**config.mk**
```make
export PLATFORM = sky130hd
export DESIGN_NAME = io_port_controller
export DESIGN_NICKNAME = d
export VERILOG_FILES = /design/src/rtl/io_port_controller.sv
export SDC_FILE = /design/constraint.sdc
export NUM_CORES = 1
export LEC_CHECK = 0
export CAP_MARGIN = 0
export CELL_PAD_IN_SITES_DETAIL_PLACEMENT = 1
export CELL_PAD_IN_SITES_GLOBAL_PLACEMENT = 2
export CORE_UTILIZATION = 42
export DETAILED_ROUTE_END_ITERATION = 7
export PLACE_DENSITY_LB_ADDON = 0.1
export REMOVE_ABC_BUFFERS = 1
export SYNTH_ARGS = -nofsm -noshare
export SYNTH_HDL_FRONTEND = slang
export SYNTH_SLANG_ARGS = --single-unit
```
**constraint.sdc**
```tcl
create_clock -name clk -period 5.4 [get_ports clk]
set_input_delay 0.81 -clock clk [delete_from_list [all_inputs] [get_ports clk]]
set_output_delay 0.81 -clock clk [all_outputs]
set_load 0.02 [all_outputs]
```
**src/rtl/io_port_controller.sv**
```systemverilog
// io_port_controller: MMIO endpoint with a TX FIFO drained over valid/ready and a stalling one-word RX read path.
// Optional feature macro IO_LOOPBACK_EN adds lb_mode, which routes the FIFO head into the RX holding register.
module io_port_controller #(
  parameter int DATA_W   = 32,
  parameter int TX_DEPTH = 4
) (
  input  logic              clk,
  input  logic              reset,
  input  logic [DATA_W-1:0] io_data_out,
  input  logic              io_write_en,
  input  logic              io_rden,
  output logic [DATA_W-1:0] io_rdata,
  output logic              io_busy,
  output logic              io_ovf,
  output logic [DATA_W-1:0] tx_data,
  output logic              tx_valid,
  input  logic              tx_ready,
  input  logic [DATA_W-1:0] rx_data,
  input  logic              rx_valid,
`ifdef IO_LOOPBACK_EN
  input  logic              lb_mode,
`endif
  output logic              rx_ready
);
  localparam int AW = $clog2(TX_DEPTH);
  localparam logic [AW:0] FULL = (AW+1)'(TX_DEPTH);
  typedef enum logic [1:0] {R_IDLE, R_WAIT, R_DONE} rstate_e;
  rstate_e           state_q, state_d;
  logic [DATA_W-1:0] mem_q [TX_DEPTH];
  logic [AW-1:0]     wr_ptr_q, rd_ptr_q;
  logic [AW:0]       count_q, count_d;
  logic [DATA_W-1:0] rx_buf_q, rdata_d, cap_data;
  logic              rx_full_q, rx_full_d, busy_d, ovf_d;
  logic              lb, head_valid, push, pop, cap, load;
`ifdef IO_LOOPBACK_EN
  assign lb = lb_mode;
`else
  assign lb = 1'b0;
`endif
  assign head_valid = count_q != '0;
  // Fullness is judged on the pre-pop count, so a write into a full FIFO drops even if a pop happens too.
  assign push       = io_write_en && count_q != FULL;
  assign pop        = head_valid && (lb ? !rx_full_q : tx_ready);
  assign count_d    = count_q + (AW+1)'(push) - (AW+1)'(pop);
  assign ovf_d      = io_ovf || (io_write_en && count_q == FULL);
  assign tx_data    = head_valid ? mem_q[rd_ptr_q] : '0;
  assign tx_valid   = head_valid && !lb;
  assign rx_ready   = !rx_full_q && !lb;
  assign cap        = lb ? pop : rx_valid && !rx_full_q;
  assign cap_data   = lb ? tx_data : rx_data;
  always_comb begin
    load      = rx_full_q && (state_q == R_WAIT || (state_q == R_IDLE && io_rden));
    state_d   = load ? R_DONE :
                (state_q == R_IDLE && io_rden) ? R_WAIT :
                (state_q == R_DONE) ? R_IDLE : state_q;
    rx_full_d = cap || (rx_full_q && !load);
    rdata_d   = load ? rx_buf_q : io_rdata;
    busy_d    = count_d == FULL || state_d == R_WAIT;
  end
  always_ff @(posedge clk or posedge reset) begin
    if (reset) begin
      state_q   <= R_IDLE;
      wr_ptr_q  <= '0;
      rd_ptr_q  <= '0;
      count_q   <= '0;
      rx_buf_q  <= '0;
      rx_full_q <= 1'b0;
      io_rdata  <= '0;
      io_busy   <= 1'b0;
      io_ovf    <= 1'b0;
    end else begin
      state_q   <= state_d;
      wr_ptr_q  <= push ? wr_ptr_q + AW'(1) : wr_ptr_q;
      rd_ptr_q  <= pop ? rd_ptr_q + AW'(1) : rd_ptr_q;
      count_q   <= count_d;
      rx_buf_q  <= cap ? cap_data : rx_buf_q;
      rx_full_q <= rx_full_d;
      io_rdata  <= rdata_d;
      io_busy   <= busy_d;
      io_ovf    <= ovf_d;
    end
  end
  always_ff @(posedge clk) begin
    if (push) mem_q[wr_ptr_q] <= io_data_out;
  end
endmodule

```
After elaboration in Yosys (flattened, before gate mapping)
Memory sizes are Yosys's and may differ from the RTL's.
Cells that the tools add are included.
Storage, ports and cells
  output and inout port bits: 68
  bits in registers: 76
  bits in latches: 0
  bits of input ports: 70
  bits in read-only memories: 0
  memory bits (writable): 128
  memories kept: 1
  word-level logic and storage cells: 41
Memories
  mem_q: words 4, width 32, rd ports 1, clocked after memory_dff 0, wr ports 1, line 29  | logic [DATA_W-1:0] mem_q [TX_DEPTH];
Operators by class
  $mul: 0
  multiplexer cells: 6
  shift-type cells: 0
  order comparisons: 0
  div/mod/pow operators: 0
  equality and inequality tests: 6
  reductions and logical operators: 15
  bitwise logic cells: 0
  add/sub/neg operators: 4
Operator list (count)
  $mux W32: 1
  $logic_and A1 B1 Y1: 7
  $eq A3 B3 Y1 const B: 2
  $mux W2: 3
  $add A2 B1 Y2 const B: 2
  $eq A2 B1 Y1 const B: 2
  $logic_or A1 B1 Y1: 4
  $add A3 B1 Y3: 1
  $ne A3 B3 Y1 const B: 1
  $reduce_bool A3 Y1: 1
  $sub A3 B1 Y3: 1
  $eq A2 B2 Y1 const B: 1
  $logic_not A1 Y1: 2
  $logic_not A2 Y1: 1
  $mux W1: 2

Logic depth before layout (Yosys ltp)
Gate-level depths: netlist (run 1).
  word-level depth: 7
  depth in mapped cells: 10
  gate-level depth less buffers: 10

Worst setup path before layout (run 1)
No wires, ideal clock.
  kind: in2reg
  start: input io_write_en
  end: register io_busy
  data required time: 5.279 ns
  cell stages on the path: 9
  setup slack: 2.735 ns
  setup time: 0.121 ns
  buffers on the path: 0
  data arrival time: 2.544 ns
  cell sequence: a21boi_1 inv_1 ha_1 inv_1 ha_1 fa_1 xor2_1 xnor2_1 a22o_2
On the way
  word-level cells in the longest chain between the ends: 5
RTL lines
  from (decl): line 10  | input logic io_write_en,
  $logic_and A1 B1 Y1: line 42  | assign push = io_write_en && count_q != FULL;
  $add A3 B1 Y3: line 44  | assign count_d = count_q + (AW+1)'(push) - (AW+1)'(pop);
  $sub A3 B1 Y3: line 44
  named net count_d[2]: line 31  | logic [AW:0] count_q, count_d;
  $eq A3 B3 Y1: line 58  | busy_d = count_d == FULL || state_d == R_WAIT;
  $logic_or A1 B1 Y1: line 58
  named net busy_d: line 33  | logic rx_full_q, rx_full_d, busy_d, ovf_d;
  to (signal assigned): line 79  | io_busy <= busy_d;
  to (decl): line 13  | output logic io_busy,
The timed path passes the listed nets, and every way through them passes these cells.
A chain may end at the register's enable or synchronous reset.

Worst setup path after layout (run 1)
  start: register rd_ptr_q[0]
  end: output tx_data[21]
On the way
  word-level cells in the longest chain between the ends: 2
RTL lines
  from (decl): line 30  | logic [AW-1:0] wr_ptr_q, rd_ptr_q;
  from (signal assigned): line 74  | rd_ptr_q <= pop ? rd_ptr_q + AW'(1) : rd_ptr_q;
  $mem_v2 Z4 W32
  $mux W32: line 46  | assign tx_data = head_valid ? mem_q[rd_ptr_q] : '0;
  to (decl): line 15  | output logic [DATA_W-1:0] tx_data,
Every way passes these cells.

==> flow_metrics.tcl, run 1 <==
set metrics [dict create \
    status "finished, final reports clean" \
    drv_slew 0 \
    cts_tree "done" \
    diodes 0 \
    clkSlewWorstSetupHoldPaths_ns 0.06 \
    rows 49 \
    place_congestion 0.6515 \
    grt_pass1_wl_um 25340 \
    routedWlPerCell_um 19.62 \
    r2r_cells 9 \
    worstSetupStartpointType "flop" \
    synth.ff_latch_count 204 \
    tns_ns 0 \
    critical-path-max-stage-delay_ns 0.66 \
    cp_max_fo 21 \
    final_nets 615 \
    fin_skew_ns 0.01272 \
    required_ns 4.59 \
    cts-root-buf "clkbuf_16" \
    finalCritPeriodShare 0.6892 \
    numPortBuffers 137 \
    setup.worst_path.end_class "output pin" \
    grtUsageTotal 0.1677 \
    post_cts_resized 0 \
    synth.distinct_cells 27 \
    drv_cap 0 \
    core_um2 18270 \
    pwr_density_cell_nw_per_um2 630.9 \
    num-fill-cells 1633 \
    crit_arrival_ns 2.91 \
    clockBufferDepth 3 \
    p_leak_nw 3.770 \
    dr.pass1.iters 4 \
    dp_cells 743 \
    hpwl_um 9419 \
    htreeDepth 1 \
    slew_headroom 0.2126 \
    syn_inst 395 \
    mostFrequentLayoutCells "clkdlybuf4s50_1 (137), edfxtp_1 (128), dfrtp_1 (74)" \
    die_y_um 139.7 \
    clkSinkCount 204 \
    cp_cell_sequence "buf_4, mux4_2, and2_1, clkdlybuf4s50_1" \
    postCtsHoldBufs 0 \
    syn2layout_area_growth_pct 28.26 \
    drt-total-wl_um 15360 \
    via_per_inst 5.023 \
    cts_setup_buffers 0 \
    finalSetupViolCount 0 \
    route.detailed.drc 0 \
    grt_start_max_net_pins 41 \
    layout-drive-gt1-share 0.2527 \
    fp.dieArea_um2 19520 \
    tightest_slew_ns 1.181 \
    slowest_stage "dfrtp_2" \
    yosys.area.top_type "edfxtp_1" \
    yosys-top-cells-area "edfxtp_1 (48%), dfrtp_1 (24%), mux4_2 (9.0%)" \
    io_pins 138 \
    finalCriticalPeriod_ns 3.722 \
    first_global_vias 4580 \
    hp-class "flop to flop" \
    ir_drop_mv 0.4124 \
    ant_nets 0 \
    synth_warnings 0 \
    cts_buffers 22 \
    avgSynthCellArea_um2 20.16 \
    synth_top_area_share 0.4826 \
    clk_latency_ns 0.49 \
    grt_setup_unrepaired "false" \
    layout_commonest_cell "clkdlybuf4s50_1" \
    drt-initial-drc-count 166 \
    start_util 0.4360 \
    stdcell_count 783 \
    synth_area_um2 7965 \
    worstSetupPathType "flop to output pin" \
    gr-total-overflow 0 \
    seq_area_frac_synth 0.7213 \
    holdPathStages 1 \
    vias 3933 \
    final_hold_viol_count 0 \
    die_x_um 139.7 \
    grt_antenna_before_repair 0 \
    fmax_mhz 268.7 \
]
[final timing paths]
check / slack, ns / end / startpoint
worst max-delay path: 1.68 / tx_data[21] / rd_ptr_q[0]
worst min-delay path: 0.48 / io_ovf / io_ovf
worst max register to register: 2.13 / io_busy / count_q[2]
worst min register to register: 0.48 / io_ovf / io_ovf
max in group asynchronous: 3.57 / rd_ptr_q[1] / reset
min in group asynchronous: 0.79 / io_rdata[14] / reset
[final cells by class]
cell class,count,area (um^2),share of cell area
clock buffers,32,639.4,0.06258
well taps,229,286.5,0.02805
multi-input cells,162,2034,0.1991
inverters,9,33.78,0.003307
flip-flops and latches,204,5748,0.5626
repair buffers,139,1386,0.1357
clock inverters,8,87.58,0.008573
[cells in the mapped netlist]
cell type and number:
nor2b_1 1, buf_12 3, a21oi_1 2, buf_4 1
or3_1 1, edfxtp_1 128, a31o_2 1, clkbuf_1 6
xnor2_1 3, nor2_1 6, inv_1 9, buf_2 6
and3_1 1, mux2_1 2, a22o_2 1, mux2_4 29
xor2_1 2, or2_1 1, and2_1 37, a21boi_1 1
ha_1 6, dfrtp_1 76, buf_6 4, nand3_1 1
fa_1 1, mux2_2 34, mux4_2 32
[state kept, by name (all words and copies together), names as in the netlist]
| signal | cells |
|---|---|
| mem_q | 128 |
| io_rdata | 32 |
| rx_buf_q | 32 |
| count_q | 3 |
| rd_ptr_q | 2 |
| state_q | 2 |
| wr_ptr_q | 2 |
| io_busy | 1 |
| io_ovf | 1 |
| rx_full_q | 1 |
[cell families (layout without fill, tap and decap cells)]
logic type / count (synthesis) / in the layout / synth area share
AND/OR/NAND/NOR: 48 / 48 / 0.03566
adder cells (fa/ha/maj): 7 / 7 / 0.01194
XOR/XNOR: 5 / 5 / 0.005499
AO/OA/AOI/OAI: 5 / 5 / 0.004556
flip-flops: 204 / 204 / 0.7213
buffers and inverters: 29 / 188 / 0.02498
multiplexers: 97 / 97 / 0.1960
[metrics by stage]
step	worst slack, ns	area [um^2]	power [W]	hold WS, ns	utilization
floorplan	2.309	7800	0.003990	0.4584	-
global placement	2.104	9489	0.004971	0.4620	0.5194
detailed placement	2.009	9489	0.005059	0.4764	0.5194
CTS	1.558	10220	0.006565	0.4899	0.5592
global route	1.443	10220	0.006801	0.5069	0.5592
finish	1.678	10220	0.006446	0.4833	0.5592
[critical path, delay by kind of cell, from the launching register on]
kind	cells	cell delay, ns
buf+inv	2	1.02
flops	1	0.66
simple gates	1	0.18
mux	1	0.56
[power by group]
part	internal, W	switching (W)
registers	0.00218	0.000294
logic	0.00138	0.00111
clock network	0.000914	0.000564
[layer usage]
layer | vias up | wire, um | global-route usage
li1 | 1770 | - | -
met1 | 2032 | 6276 | 0.2068
met2 | 108 | 7697 | 0.2892
met3 | 23 | 1119 | 0.04886
met4 | 0 | 267 | 0.04280
met5 | - | 0 | 0
Power figures use the tool's default switching activity.
==> run 2: changes to the inputs <==
- CORE_UTILIZATION: 42 -> 35
- clock period: 5.4 -> 3.36 ns (I/O delays scaled with it)
==> run 2 against run 1 <==
Wire length grew 6.1%. Cell count increased by 8.4%. Count of clock-buffer cells in the layout unchanged. Sequential share of layout area decreased by 1.6 points. Sequential power up 59%. Via count grew 3.3%. Clock power up 74%. Global-route usage shrank 2.0 points. Core utilization down 8.3 points. Cell area rose by 3.0%. Critical path depth is the same. Critical path type unchanged.
==> flow_metrics.tcl, run 2 (same netlist as run 1, synthesis figures left out) <==
set metrics [dict create \
    status "finished, final reports clean" \
    hp-class "primary input to asynchronous set/reset pin" \
    post-place-ws_ns 0.5693 \
    finalCritPeriodShare 0.9319 \
    hpwl_um 10360 \
    r2r_cells 9 \
    grtUsageTotal 0.1473 \
    cts_buffers 23 \
    comb_power_share 0.393 \
    mostFrequentLayoutCells "clkdlybuf4s50_1 (137), edfxtp_1 (128), dfrtp_1 (74)" \
    p_switching_w 0.003289 \
    final_nets 628 \
    pwr_density_cell_nw_per_um2 1020 \
    die_y_um 152.9 \
    setup.worst_path.end_class "output pin" \
    largest-register "mem_q" \
    fp.dieArea_um2 23360 \
    drt-initial-drc-count 117 \
    via_per_inst 4.784 \
    post_cts_resized 0 \
    rows 54 \
    worstSetupPathType "flop to output pin" \
    r2r_start "count_q[2]" \
    tightest_slew_ns 0.6657 \
    pwr-share-seq 0.368 \
    clkSinkCount 204 \
    clkSlewWorstSetupHoldPaths_ns 0.06 \
    met3_usage 0.04990 \
    layout.area.seq_um2 5748 \
    p_clk_frac 0.240 \
    start_util 0.3605 \
    finalWorstSetupSlack_ns 0.2288 \
    cts-root-buf "clkbuf_16" \
    drv_cap 0 \
    final_hold_viol_count 0 \
    core_um2 22090 \
    dr.pass1.iters 4 \
    htreeDepth 1 \
    ff2ff_setup_slack_ns 0.83 \
    clk_latency_ns 0.51 \
    use_met1 0.1792 \
    grt_start_max_net_pins 35 \
    multi_input_area_um2 2034 \
    routedWlPerCell_um 19.20 \
    place_congestion 0.6827 \
    holdWs_ns 0.3574 \
    reg2reg_to "io_busy" \
    syn2layout_area_growth_pct 32.11 \
    largestRegisters "mem_q (128), io_rdata (32), rx_buf_q (32)" \
    layout-drive-gt1-share 0.2694 \
    num-fill-cells 2079 \
    ant_nets 0 \
    tns_ns 0 \
    clockBufferDepth 3 \
    route.detailed.drc 0 \
    finalCriticalPeriod_ns 3.131 \
    grt_setup_unrepaired "false" \
    largest_reg_flops 128 \
    cp_max_fo 23 \
    cts_setup_buffers 0 \
    postCtsHoldBufs 0 \
    io_pins 138 \
    intPower_w 0.007445 \
    worstSetupStartpointType "flop" \
    grt_antenna_before_repair 2 \
    final_util 0.4763 \
    crit_arrival_ns 2.63 \
    die_x_um 152.9 \
    drt-total-wl_um 16300 \
    grt.met2_usage 0.2484 \
    layout_commonest_cell "clkdlybuf4s50_1" \
    ir_drop_mv 0.4375 \
    vias 4062 \
    first_global_vias 4697 \
    fmax_mhz 319.4 \
    grt_pass1_wl_um 26510 \
    p_sw_frac 0.3064 \
    numPortBuffers 137 \
    required_ns 2.86 \
    gr-total-overflow 0 \
    fin_skew_ns 0.01111 \
    gr-max-usage-layer "met2" \
    finalSetupViolCount 0 \
    drv_slew 0 \
    p_leak_nw 3.878 \
    slew_headroom 0.5562 \
    cts_tree "done" \
]
## run 2: cell types whose count changed in the layout (fill, tap and decap cells not counted), sizes merged
cell      before  now
buf            2   14
bufinv         2    3
clkinv         6    5
clkinvlp       0    1
diode          0    1
inv            9   10
## run 2: through the flow
| step | area (um^2) | std cells | total power [W] |
|---|---|---|---|
| after floorplan | 7800 | 375 | 0.006412 |
| after global placement | 9731 | 806 | 0.008194 |
| after detailed placement | 9731 | 806 | 0.008311 |
| after CTS | 10520 | 848 | 0.01095 |
| after global routing | 10520 | 848 | 0.01134 |
| final | 10520 | 849 | 0.01073 |
## run 2: layout make-up
cell class	count	share of cell area
clock buffers	32	0.06290
inverters	9	0.003210
well taps	280	0.03329
repair buffers	151	0.1486
diodes	1	0.0002378
flip-flops and latches	204	0.5463
multi-input cells	162	0.1933
clock inverters	10	0.01213
## run 2: power by group through the flow
stage          registers, W  clock network [W]  logic (W)
6_report            0.00395            0.00257    0.00421
3_5_place_dp        0.00400                  0    0.00431
2_1_floorplan       0.00419                  0    0.00222
5_1_grt             0.00406            0.00274    0.00454
3_3_place_gp        0.00395                  0    0.00424
4_1_cts             0.00397            0.00265    0.00433
## run 2: worst max-delay path by stage
stage,startpoint,cells past startpoint,slack (ns),to
floorplan,count_q[2],9,0.55,io_busy
global placement,io_write_en,10,0.64,io_busy
detailed placement,io_write_en,10,0.57,io_busy
CTS,rd_ptr_q[0],4,0.17,tx_data[15]
global route,rd_ptr_q[1],4,0.11,tx_data[21]
finish,rd_ptr_q[1],4,0.23,tx_data[1]
## run 2: critical path: stages, from the launching register on
cell	delay, ns
dfrtp_2	0.80
buf_4	0.30
mux4_2	0.32
and2_1	0.17
clkdlybuf4s50_1	0.53
## run 2: per-layer routing
layer  routed length, um  part of all wire
met1                6743              0.41
met2                7881              0.48
met3                1311             0.080
met4                 351             0.022
met5                  10           0.00061
==> run 3: changes to the inputs <==
- GPL_ROUTABILITY_DRIVEN: default -> 0
==> results of run 3 <==
Same layout as run 2: the final DEF is identical, and so are final timing and power.
